===== src/rtl/mem_pkg.sv =====
// Shared constants, helpers and the response record for the BRAM data-memory controller.
package mem_pkg;

    localparam int DATA_W_DEF = 32;
    localparam int ADDR_W_DEF = 20;
    localparam int DATA_W_MAX = 64;

    // Sized for the widest legal DATA_W; narrower controllers zero-extend rdata.
    typedef struct packed {
        logic [DATA_W_MAX-1:0] rdata;
        logic                  err;
        logic                  we;
    } resp_t;

    function automatic int clog2(input int value);
        int r;
        r = 0;
        for (int v = value - 1; v > 0; v = v >> 1) begin
            r++;
        end
        return r;
    endfunction

endpackage


===== src/rtl/resp_fifo.sv =====
// Synchronous FIFO with wrap-bit pointers; the head entry is visible whenever not empty.
module resp_fifo
    import mem_pkg::*;
#(
    parameter int WIDTH = 8,
    parameter int DEPTH = 4
) (
    input  logic             clk,
    input  logic             rstn,
    input  logic             push,
    input  logic [WIDTH-1:0] din,
    input  logic             pop,
    output logic [WIDTH-1:0] dout,
    output logic             full,
    output logic             empty
);

    localparam int IDX_W = (DEPTH > 1) ? clog2(DEPTH) : 1;

    logic [WIDTH-1:0] mem [DEPTH];
    logic [IDX_W:0]   wr_ptr_reg;
    logic [IDX_W:0]   rd_ptr_reg;
    logic             do_push;
    logic             do_pop;

    // Index wraps at DEPTH (not 2^IDX_W) so non-power-of-two depths work; MSB toggles on wrap.
    function automatic logic [IDX_W:0] ptr_inc(input logic [IDX_W:0] p);
        if (p[IDX_W-1:0] == IDX_W'(DEPTH - 1)) begin
            return {~p[IDX_W], IDX_W'(0)};
        end
        return {p[IDX_W], p[IDX_W-1:0] + IDX_W'(1)};
    endfunction

    assign empty   = (wr_ptr_reg == rd_ptr_reg);
    assign full    = (wr_ptr_reg[IDX_W-1:0] == rd_ptr_reg[IDX_W-1:0]) &&
                     (wr_ptr_reg[IDX_W] != rd_ptr_reg[IDX_W]);
    assign do_push = push && !full;
    assign do_pop  = pop && !empty;
    assign dout    = mem[rd_ptr_reg[IDX_W-1:0]];

    always_ff @(posedge clk) begin
        if (do_push) begin
            mem[wr_ptr_reg[IDX_W-1:0]] <= din;
        end
    end

    always_ff @(posedge clk or negedge rstn) begin
        if (!rstn) begin
            wr_ptr_reg <= '0;
            rd_ptr_reg <= '0;
        end else begin
            if (do_push) begin
                wr_ptr_reg <= ptr_inc(wr_ptr_reg);
            end
            if (do_pop) begin
                rd_ptr_reg <= ptr_inc(rd_ptr_reg);
            end
        end
    end

    overflow_check: assert property (@(posedge clk) disable iff (!rstn) !(push && full))
        else $error("resp_fifo: push into a full FIFO");

endmodule


===== src/rtl/bram_mem_ctrl.sv =====
// Load/store front end for a single-port BRAM: request handshake, address checks,
// read-latency tracking and an in-order buffered response channel.
module bram_mem_ctrl
    import mem_pkg::*;
#(
    parameter int ADDR_W     = ADDR_W_DEF,
    parameter int DATA_W     = DATA_W_DEF,
    parameter int RD_LAT     = 1,
    parameter int RESP_DEPTH = 4
) (
    input  logic                clk,
    input  logic                rstn,
    input  logic                req_valid,
    output logic                req_ready,
    input  logic                req_we,
    input  logic [31:0]         req_addr,
    input  logic [DATA_W-1:0]   req_wdata,
    input  logic [DATA_W/8-1:0] req_wstrb,
    output logic                resp_valid,
    input  logic                resp_ready,
    output logic [DATA_W-1:0]   resp_rdata,
    output logic                resp_err,
    output logic                resp_we,
    output logic                bram_en,
    output logic [DATA_W/8-1:0] bram_we,
    output logic [ADDR_W-1:0]   bram_addr,
    output logic [DATA_W-1:0]   bram_din,
    input  logic [DATA_W-1:0]   bram_dout
);

    localparam int STRB_W = DATA_W / 8;
    localparam int OFF    = clog2(STRB_W);
    localparam int HI_LSB = ADDR_W + OFF;
    localparam int CNT_W  = clog2(RESP_DEPTH + 1) + 1;
    localparam logic [CNT_W-1:0] DEPTH_CNT = CNT_W'(RESP_DEPTH);

    genvar gi;

    generate
        if (!(DATA_W == 32 || DATA_W == 64)) begin : g_bad_data_w
            $error("bram_mem_ctrl: DATA_W must be 32 or 64");
        end
        if (RD_LAT < 1 || RD_LAT > 3) begin : g_bad_rd_lat
            $error("bram_mem_ctrl: RD_LAT must be in 1..3");
        end
        if (RESP_DEPTH < RD_LAT + 1) begin : g_bad_depth
            $error("bram_mem_ctrl: RESP_DEPTH must be at least RD_LAT+1");
        end
    endgenerate

    logic             req_ready_reg;
    logic             accept;
    logic             addr_misaligned;
    logic             addr_oor;
    logic             req_err;
    logic [CNT_W-1:0] outstanding_reg;
    logic [CNT_W-1:0] outstanding_next;
    logic             push;
    logic             pop;
    logic             fifo_full;
    logic             fifo_empty;
    resp_t            push_resp;
    resp_t            head;
    logic [$bits(resp_t)-1:0] fifo_dout;
    logic             unused_head_bits;

    assign req_ready       = req_ready_reg;
    assign accept          = req_valid && req_ready_reg;
    assign addr_misaligned = |req_addr[OFF-1:0];
    assign addr_oor        = |(req_addr >> HI_LSB);
    assign req_err         = addr_misaligned || addr_oor;

    // BRAM is driven in the accept cycle; erroring requests never reach it.
    assign bram_en   = accept && !req_err;
    assign bram_we   = (bram_en && req_we) ? req_wstrb : '0;
    assign bram_addr = ADDR_W'(req_addr >> OFF);
    assign bram_din  = req_wdata;

    // Every accepted request (errors included) walks the pipe so responses stay ordered.
    for (gi = 0; gi < RD_LAT; gi++) begin : g_stage
        logic valid_reg, err_reg, we_reg;
        logic valid_in, err_in, we_in;
        if (gi == 0) begin : g_src
            assign valid_in = accept;
            assign err_in   = req_err;
            assign we_in    = req_we;
        end else begin : g_src
            assign valid_in = g_stage[gi-1].valid_reg;
            assign err_in   = g_stage[gi-1].err_reg;
            assign we_in    = g_stage[gi-1].we_reg;
        end
        always_ff @(posedge clk or negedge rstn) begin
            if (!rstn) begin
                valid_reg <= 1'b0;
                err_reg   <= 1'b0;
                we_reg    <= 1'b0;
            end else begin
                valid_reg <= valid_in;
                err_reg   <= err_in;
                we_reg    <= we_in;
            end
        end
    end

    assign push = g_stage[RD_LAT-1].valid_reg;

    always_comb begin
        push_resp       = '0;
        push_resp.err   = g_stage[RD_LAT-1].err_reg;
        push_resp.we    = g_stage[RD_LAT-1].we_reg;
        if (!g_stage[RD_LAT-1].err_reg && !g_stage[RD_LAT-1].we_reg) begin
            push_resp.rdata = DATA_W_MAX'(bram_dout);
        end
    end

    resp_fifo #(
        .WIDTH ($bits(resp_t)),
        .DEPTH (RESP_DEPTH)
    ) u_resp_fifo (
        .clk   (clk),
        .rstn  (rstn),
        .push  (push),
        .din   (push_resp),
        .pop   (pop),
        .dout  (fifo_dout),
        .full  (fifo_full),
        .empty (fifo_empty)
    );

    assign head             = resp_t'(fifo_dout);
    assign unused_head_bits = ^head;
    assign pop              = !fifo_empty && resp_ready;
    assign resp_valid       = !fifo_empty;
    assign resp_rdata       = fifo_empty ? '0 : head.rdata[DATA_W-1:0];
    assign resp_err         = !fifo_empty && head.err;
    assign resp_we          = !fifo_empty && head.we;

    always_comb begin
        outstanding_next = outstanding_reg;
        if (accept && !pop) begin
            outstanding_next = outstanding_reg + CNT_W'(1);
        end else if (!accept && pop) begin
            outstanding_next = outstanding_reg - CNT_W'(1);
        end
    end

    // Ready is registered from the next occupancy, so it never depends on resp_ready combinationally.
    always_ff @(posedge clk or negedge rstn) begin
        if (!rstn) begin
            outstanding_reg <= '0;
            req_ready_reg   <= 1'b0;
        end else begin
            outstanding_reg <= outstanding_next;
            req_ready_reg   <= (outstanding_next < DEPTH_CNT);
        end
    end

endmodule


===== config.mk =====
export PLATFORM = sky130hd
export DESIGN_NAME = bram_mem_ctrl
export DESIGN_NICKNAME = d
export VERILOG_FILES = /design/src/rtl/mem_pkg.sv /design/src/rtl/resp_fifo.sv /design/src/rtl/bram_mem_ctrl.sv
export SDC_FILE = /design/constraint.sdc
export NUM_CORES = 1
export LEC_CHECK = 0
export ABC_AREA = 1
export CAP_MARGIN = 20
export CELL_PAD_IN_SITES_DETAIL_PLACEMENT = 0
export CELL_PAD_IN_SITES_GLOBAL_PLACEMENT = 2
export CORE_ASPECT_RATIO = 0.7
export CORE_MARGIN = 2
export CORE_UTILIZATION = 30
export CTS_CLUSTER_DIAMETER = 200
export DETAILED_ROUTE_END_ITERATION = 7
export GPL_TIMING_DRIVEN = 1
export PLACE_DENSITY = 0.87
export SETUP_SLACK_MARGIN = 0.02
export SLEW_MARGIN = 5
export SYNTH_ARGS = -nofsm -noshare
export SYNTH_HDL_FRONTEND = slang
export SYNTH_SLANG_ARGS = --single-unit

===== constraint.sdc =====
create_clock -name clk -period 3.65 [get_ports clk]
set_input_delay 0.73 -clock clk [delete_from_list [all_inputs] [get_ports clk]]
set_output_delay 0.73 -clock clk [all_outputs]
set_load 0.01 [all_outputs]

After elaboration in Yosys (flattened, before gate mapping)
Memories as Yosys holds them, arrays and structs flattened.
Index checks and enable logic that the tools add are counted.
Cells by class
  add/subtract/negate cells: 4
  $lt $le $gt $ge: 1
  equality and inequality tests: 5
  mux-type cells: 15
  bitwise operators: 2
  reductions and logical operators: 24
Operators with widths (number)
  2-to-1 mux 32 bit: 2
  logical AND 1 bit: 12
  2-to-1 mux 4 bit: 3
  OR reduction 10 bit: 1
  zero test 1 bit: 7
  2-to-1 mux 1 bit: 6
  2-to-1 mux 3 bit: 2
  adder 2 x 1 -> 2 bit, second input constant: 2
  adder 4 x 1 -> 4 bit, second input constant: 1
  == test 2 bit, second input constant: 2
  < comparator 4 x 3 -> 1 bit, second input constant: 1
  2-to-1 mux 2 bit: 2
  AND reduction 2 bit: 2
  subtractor 4 x 1 -> 4 bit, second input constant: 1
  == test 3 bit: 1
  == test 2 bit: 1
  inverter 1 bit: 2
  OR reduction 2 bit: 1
  logical OR 1 bit: 1
  inequality test 1 bit: 1
Storage, ports and cells
  flip-flop bits (word level): 14
  memory bits (writable): 136
  bits of input ports: 105
  memories: 1
Memory list
  u_resp_fifo.mem: depth 4, bits a word 34, rd ports 1, clocked after memory_dff 0, write ports 1, RTL line resp_fifo.sv:20  | logic [WIDTH-1:0] mem [DEPTH];

Depth between registers and ports, before layout
  depth in word-level cells: 7
  gate-level depth with buffers: 13

Hierarchy
A second synthesis with hierarchy kept.
Second synthesis, totals
  cell total of the unflattened synthesis: 958
  area, all modules: 11716.2 um2
Modules (own cells, without submodules)
  resp_fifo: times used 1, cells an instance 699, area each 10254.8 um2, sequential area each 8077.7 um2
  bram_mem_ctrl: times used 1, cells an instance 259, area each 1461.4 um2, sequential area each 200.2 um2

Worst setup path after synthesis
Ideal clock, no wire load.
  kind: register to register
  start: register u_resp_fifo.rd_ptr_reg[0]
  end: memory u_resp_fifo.mem[0][0] (netlist name), enable pin
  arrival: 2326 ps
  slack: 899 ps
  stages on the path, launching flop included: 7
  clock period less this slack: 2751 ps
  cell sequence: dfrtp_1 buf_6 nand2_1 nand2_2 nand3_1 nand2_2 nor2_1
Between the ends
  longest elaborated chain between the ends: 6
RTL lines
  start, declared: RTL line resp_fifo.sv:22  | logic [IDX_W:0] rd_ptr_reg;
  start signal, assigned: RTL line resp_fifo.sv:56  | rd_ptr_reg <= ptr_inc(rd_ptr_reg);
  == test 2 bit: RTL line resp_fifo.sv:35  | assign full = (wr_ptr_reg[IDX_W-1:0] == rd_ptr_reg[IDX_W-1:0]) &&
  logical AND 1 bit: RTL line resp_fifo.sv:35
  zero test 1 bit: RTL line resp_fifo.sv:37  | assign do_push = push && !full;
  logical AND 1 bit: RTL line resp_fifo.sv:37
  2-to-1 mux 1 bit: RTL line resp_fifo.sv:42  | if (do_push) begin
  2-to-1 mux 1 bit (implied by the code): RTL line resp_fifo.sv:43  | mem[wr_ptr_reg[IDX_W-1:0]] <= din;
  end, declared: RTL line resp_fifo.sv:20
No other way between the ends.

Worst setup path in the final report
  start: register u_resp_fifo.rd_ptr_reg[0]
  end: output resp_rdata[21]
Between the ends
  longest elaborated chain between the ends: 2
RTL lines
  memory read (4 x 34 bit) or == test 3 bit (tied branches)
  2-to-1 mux 32 bit *: RTL line bram_mem_ctrl.sv:134  | assign resp_rdata = fifo_empty ? '0 : head.rdata[DATA_W-1:0];
  end, declared: RTL line bram_mem_ctrl.sv:21  | output logic [DATA_W-1:0] resp_rdata,
Every way passes the cells marked *; elsewhere a longest branch is shown, timed or not.

==> results by group <==
Outcome
  – Status: finished, final reports clean

Synthesis
  – Area leader, netlist: edfxtp_1
  – Top_reg_cell synth: edfxtp_1
  – Ys Warns: 0
  – Syn_area_per_cell: 10.7 µm²
  – Post-synth cell types: 28
  – Post-Syn Area: 6920 µm²
  – Number of synthesized register bits: 150
  – Mapped Cells: 645
  – Number of flops mapped to enable cells by yosys: 136
  – Post-synth ARST share: 0.0933
  – Synth top area share: 0.590
  – Mapped Nets: 760
  – Largest cells by area after synthesis: edfxtp_1, nor2_1, buf_4
  – Post-synthesis sequential area ratio: 0.641

Route
  – Met3 Routed Length: 716 µm
  – Metal2 WL: 6660 µm
  – Vias per inst: 4.33
  – Avg WL per Cell: 14.7 µm
  – DRT met1 WL: 7380 µm
  – Routed WL: 14800 µm
  – DR pass1 iterations: 5
  – Max layer used: met4
  – Initial DRC count: 281
  – Post-route DRC: 0
  – Vias: 4373
  – Post-DRT Antenna Nets: 0

STA
  – Final setup fails: 0
  – Final period utilization: 0.929
  – Slew @ Worst Pin: 0.926 ns
  – Hold Violations, Final: 0
  – Max Transition Viols Final: 0
  – Setup TNS: 0 ns
  – Max transition margin: 0.382
  – Fmax: 295 MHz
  – Worst setup margin: 0.261 ns
  – Final setup skew: 0.0107 ns
  – Minimum clock period: 3.39 ns
  – RSZ-0062 raised after global routing: false

Global route
  – Vias in the first global route: 4243
  – Initial antenna violation count: 0
  – GR Overflow Total: 0
  – First-pass GRT wire length: 23200 µm
  – Total track usage: 0.128
  – Largest net degree at the start of global routing: 49

Worst setup path
  – Critical path startpoint category: flop
  – Reg-to-reg endpoint: u_resp_fifo.mem[0][33]
  – Critical Path RT: 2.92 ns
  – CP bufs+invs: 4
  – Crit path kind: flop to output pin
  – RR Startpoint: u_resp_fifo.rd_ptr_reg[0]
  – R2R Setup Slk: 1.20 ns
  – CP top delay family: buffers and inverters
  – Crit-path slowest cell: clkdlybuf4s50_1
  – Crit-path cells: buf_4, buf_4, o21ai_0, o22ai_1, nand2_1, inv_1, clkdlybuf4s50_1
  – Worst Path Arrival: 2.66 ns
  – Crit Path Max Fanout: 44
  – Max incr delay on CP: 0.52 ns
  – Critical Path End Type: output pin
  – Reg2Reg Depth: 7
  – Cell repeated most along the worst path: buf_4

Clock tree
  – Clock transition at the registers of the reported paths: 0.06 ns
  – CTS max path bufs: 2
  – Hold buffer count at cts: 0
  – Post-CTS Setup Bufs: 0
  – Clock latency on the worst-skew pair: 0.42 ns
  – CTS sink cnt: 150
  – H-tree levels: 4
  – Total CTS buffers: 17
  – Root Buffer Master: clkbuf_16
  – Post-CTS Resized: 0
  – CTS tree: done

Placed design
  – Setup slack after placement: 0.589 ns
  – DP Wirelength: 9230 µm
  – Placer Congestion: 0.720
  – Buffers added on ports: 93

Layout
  – Largest register FFs: 136
  – Layout cells sized above 1: 0.104
  – Commonest non-fill, non-tap cell in the layout: edfxtp_1
  – Most frequent cells in the layout: edfxtp_1, nor2_1, clkdlybuf4s50_1, inv_1, o21ai_0
  – N_diodes: 0
  – P&R area growth vs syn: 20.9%
  – Nets@finish: 801

Hold path
  – Worst Hold Endpoint: u_resp_fifo.wr_ptr_reg[2]
  – HP Start: u_resp_fifo.wr_ptr_reg[2]
  – Hold path depth: 2
  – Worst min-delay path category: flop to flop

Power and ir drop
  – P_leak: 0.00336 µW
  – Pwr Density: 442 nW/µm²
  – IR Drop Worst-Case VDD: 0.359 mV

Floorplan
  – IO Count: 198
  – Die Ht: 131 µm
  – Die X-Extent: 186 µm
  – Row count: 46
  – Starting Density: 0.306
  – Full die area: 24300 µm²
  – Core box area: 22600 µm²

Flow run
  – Maxcap violations: 0
[power by group]
group / switching (µW) / internal (µW)
clock: 689 / 1090
combinational: 19.1 / 51.9
sequential: 0.660 / 1850
total: 709 / 2990
[worst max path at each step]
stage | from | end | slack (ns) | cells after the start
6_report | u_resp_fifo.rd_ptr_reg[0] | resp_rdata[21] | 0.26 | 7
5_1_grt | u_resp_fifo.rd_ptr_reg[0] | resp_rdata[21] | 0.05 | 7
4_1_cts | u_resp_fifo.rd_ptr_reg[0] | resp_rdata[21] | 0.21 | 7
3_5_place_dp | req_addr[27] | bram_we[1] | 0.59 | 7
3_3_place_gp | req_addr[25] | bram_we[3] | 0.62 | 7
2_1_floorplan | u_resp_fifo.rd_ptr_reg[0] | u_resp_fifo.mem[0][0] | 0.90 | 6
[kinds of logic after synthesis]
group                      after synthesis  share of synthesized area
buffers and inverters                  170                      0.133
and+or+nand+nor                        203                      0.120
DFF                                    150                      0.641
xor gates and xnor gates                 1                    0.00127
AOI/OAI and AO/OA                      111                     0.0868
adders and majority gates               10                     0.0181
[cell type report]
class / count / area, µm²
repair buffers: 104 / 1010
clock buffers: 19 / 433
inverters: 88 / 335
clock inverters: 13 / 171
fillers: 2220 / 14300
multi-input cells: 325 / 1590
well taps: 312 / 390
flip-flops and latches: 150 / 4440
[routing by layer]
| metal | global-route usage | vias up |
|---|---|---|
| met5 | 0 | - |
| li1 | - | 2181 |
| met3 | 0.0398 | 7 |
| met4 | 0.0299 | 0 |
| met1 | 0.175 | 2088 |
| met2 | 0.200 | 97 |
[cell usage after synthesis (all sizes together) (2+ instances only)]
master and instances:
edfxtp 136, nor2 117, inv 88, o21ai 74
nand2 70, buf 69, o22ai 34, dfrtp 14
clkbuf 13, ha 10, nand3 6, nand4 5
or2 3, a21oi 2
[worst register-to-register path: stages (launching register included)]
cell and delay (ns):
dfrtp_2 0.42, buf_4 0.28, nand2_1 0.14, nand2_2 0.07, nand3_1 0.17, nand2_2 0.18, nor2_4 0.42, buf_4 0.42
[per-stage QoR]
| step | total power, µW | cells | util | hold WS [ns] | instance area [µm²] |
|---|---|---|---|---|---|
| 6_report | 3700 | 1011 | 0.370 | 0.517 | 8370 |
| 5_1_grt | 3810 | 1011 | 0.370 | 0.548 | 8370 |
| 4_1_cts | 3730 | 1011 | 0.370 | 0.525 | 8370 |
| 3_5_place_dp | 1960 | 979 | 0.343 | 0.509 | 7760 |
| 3_3_place_gp | 1960 | 979 | 0.343 | 0.504 | 7760 |
| 2_1_floorplan | 1950 | 645 | - | 0.434 | 6920 |
Power figures use the tool's default switching activity.
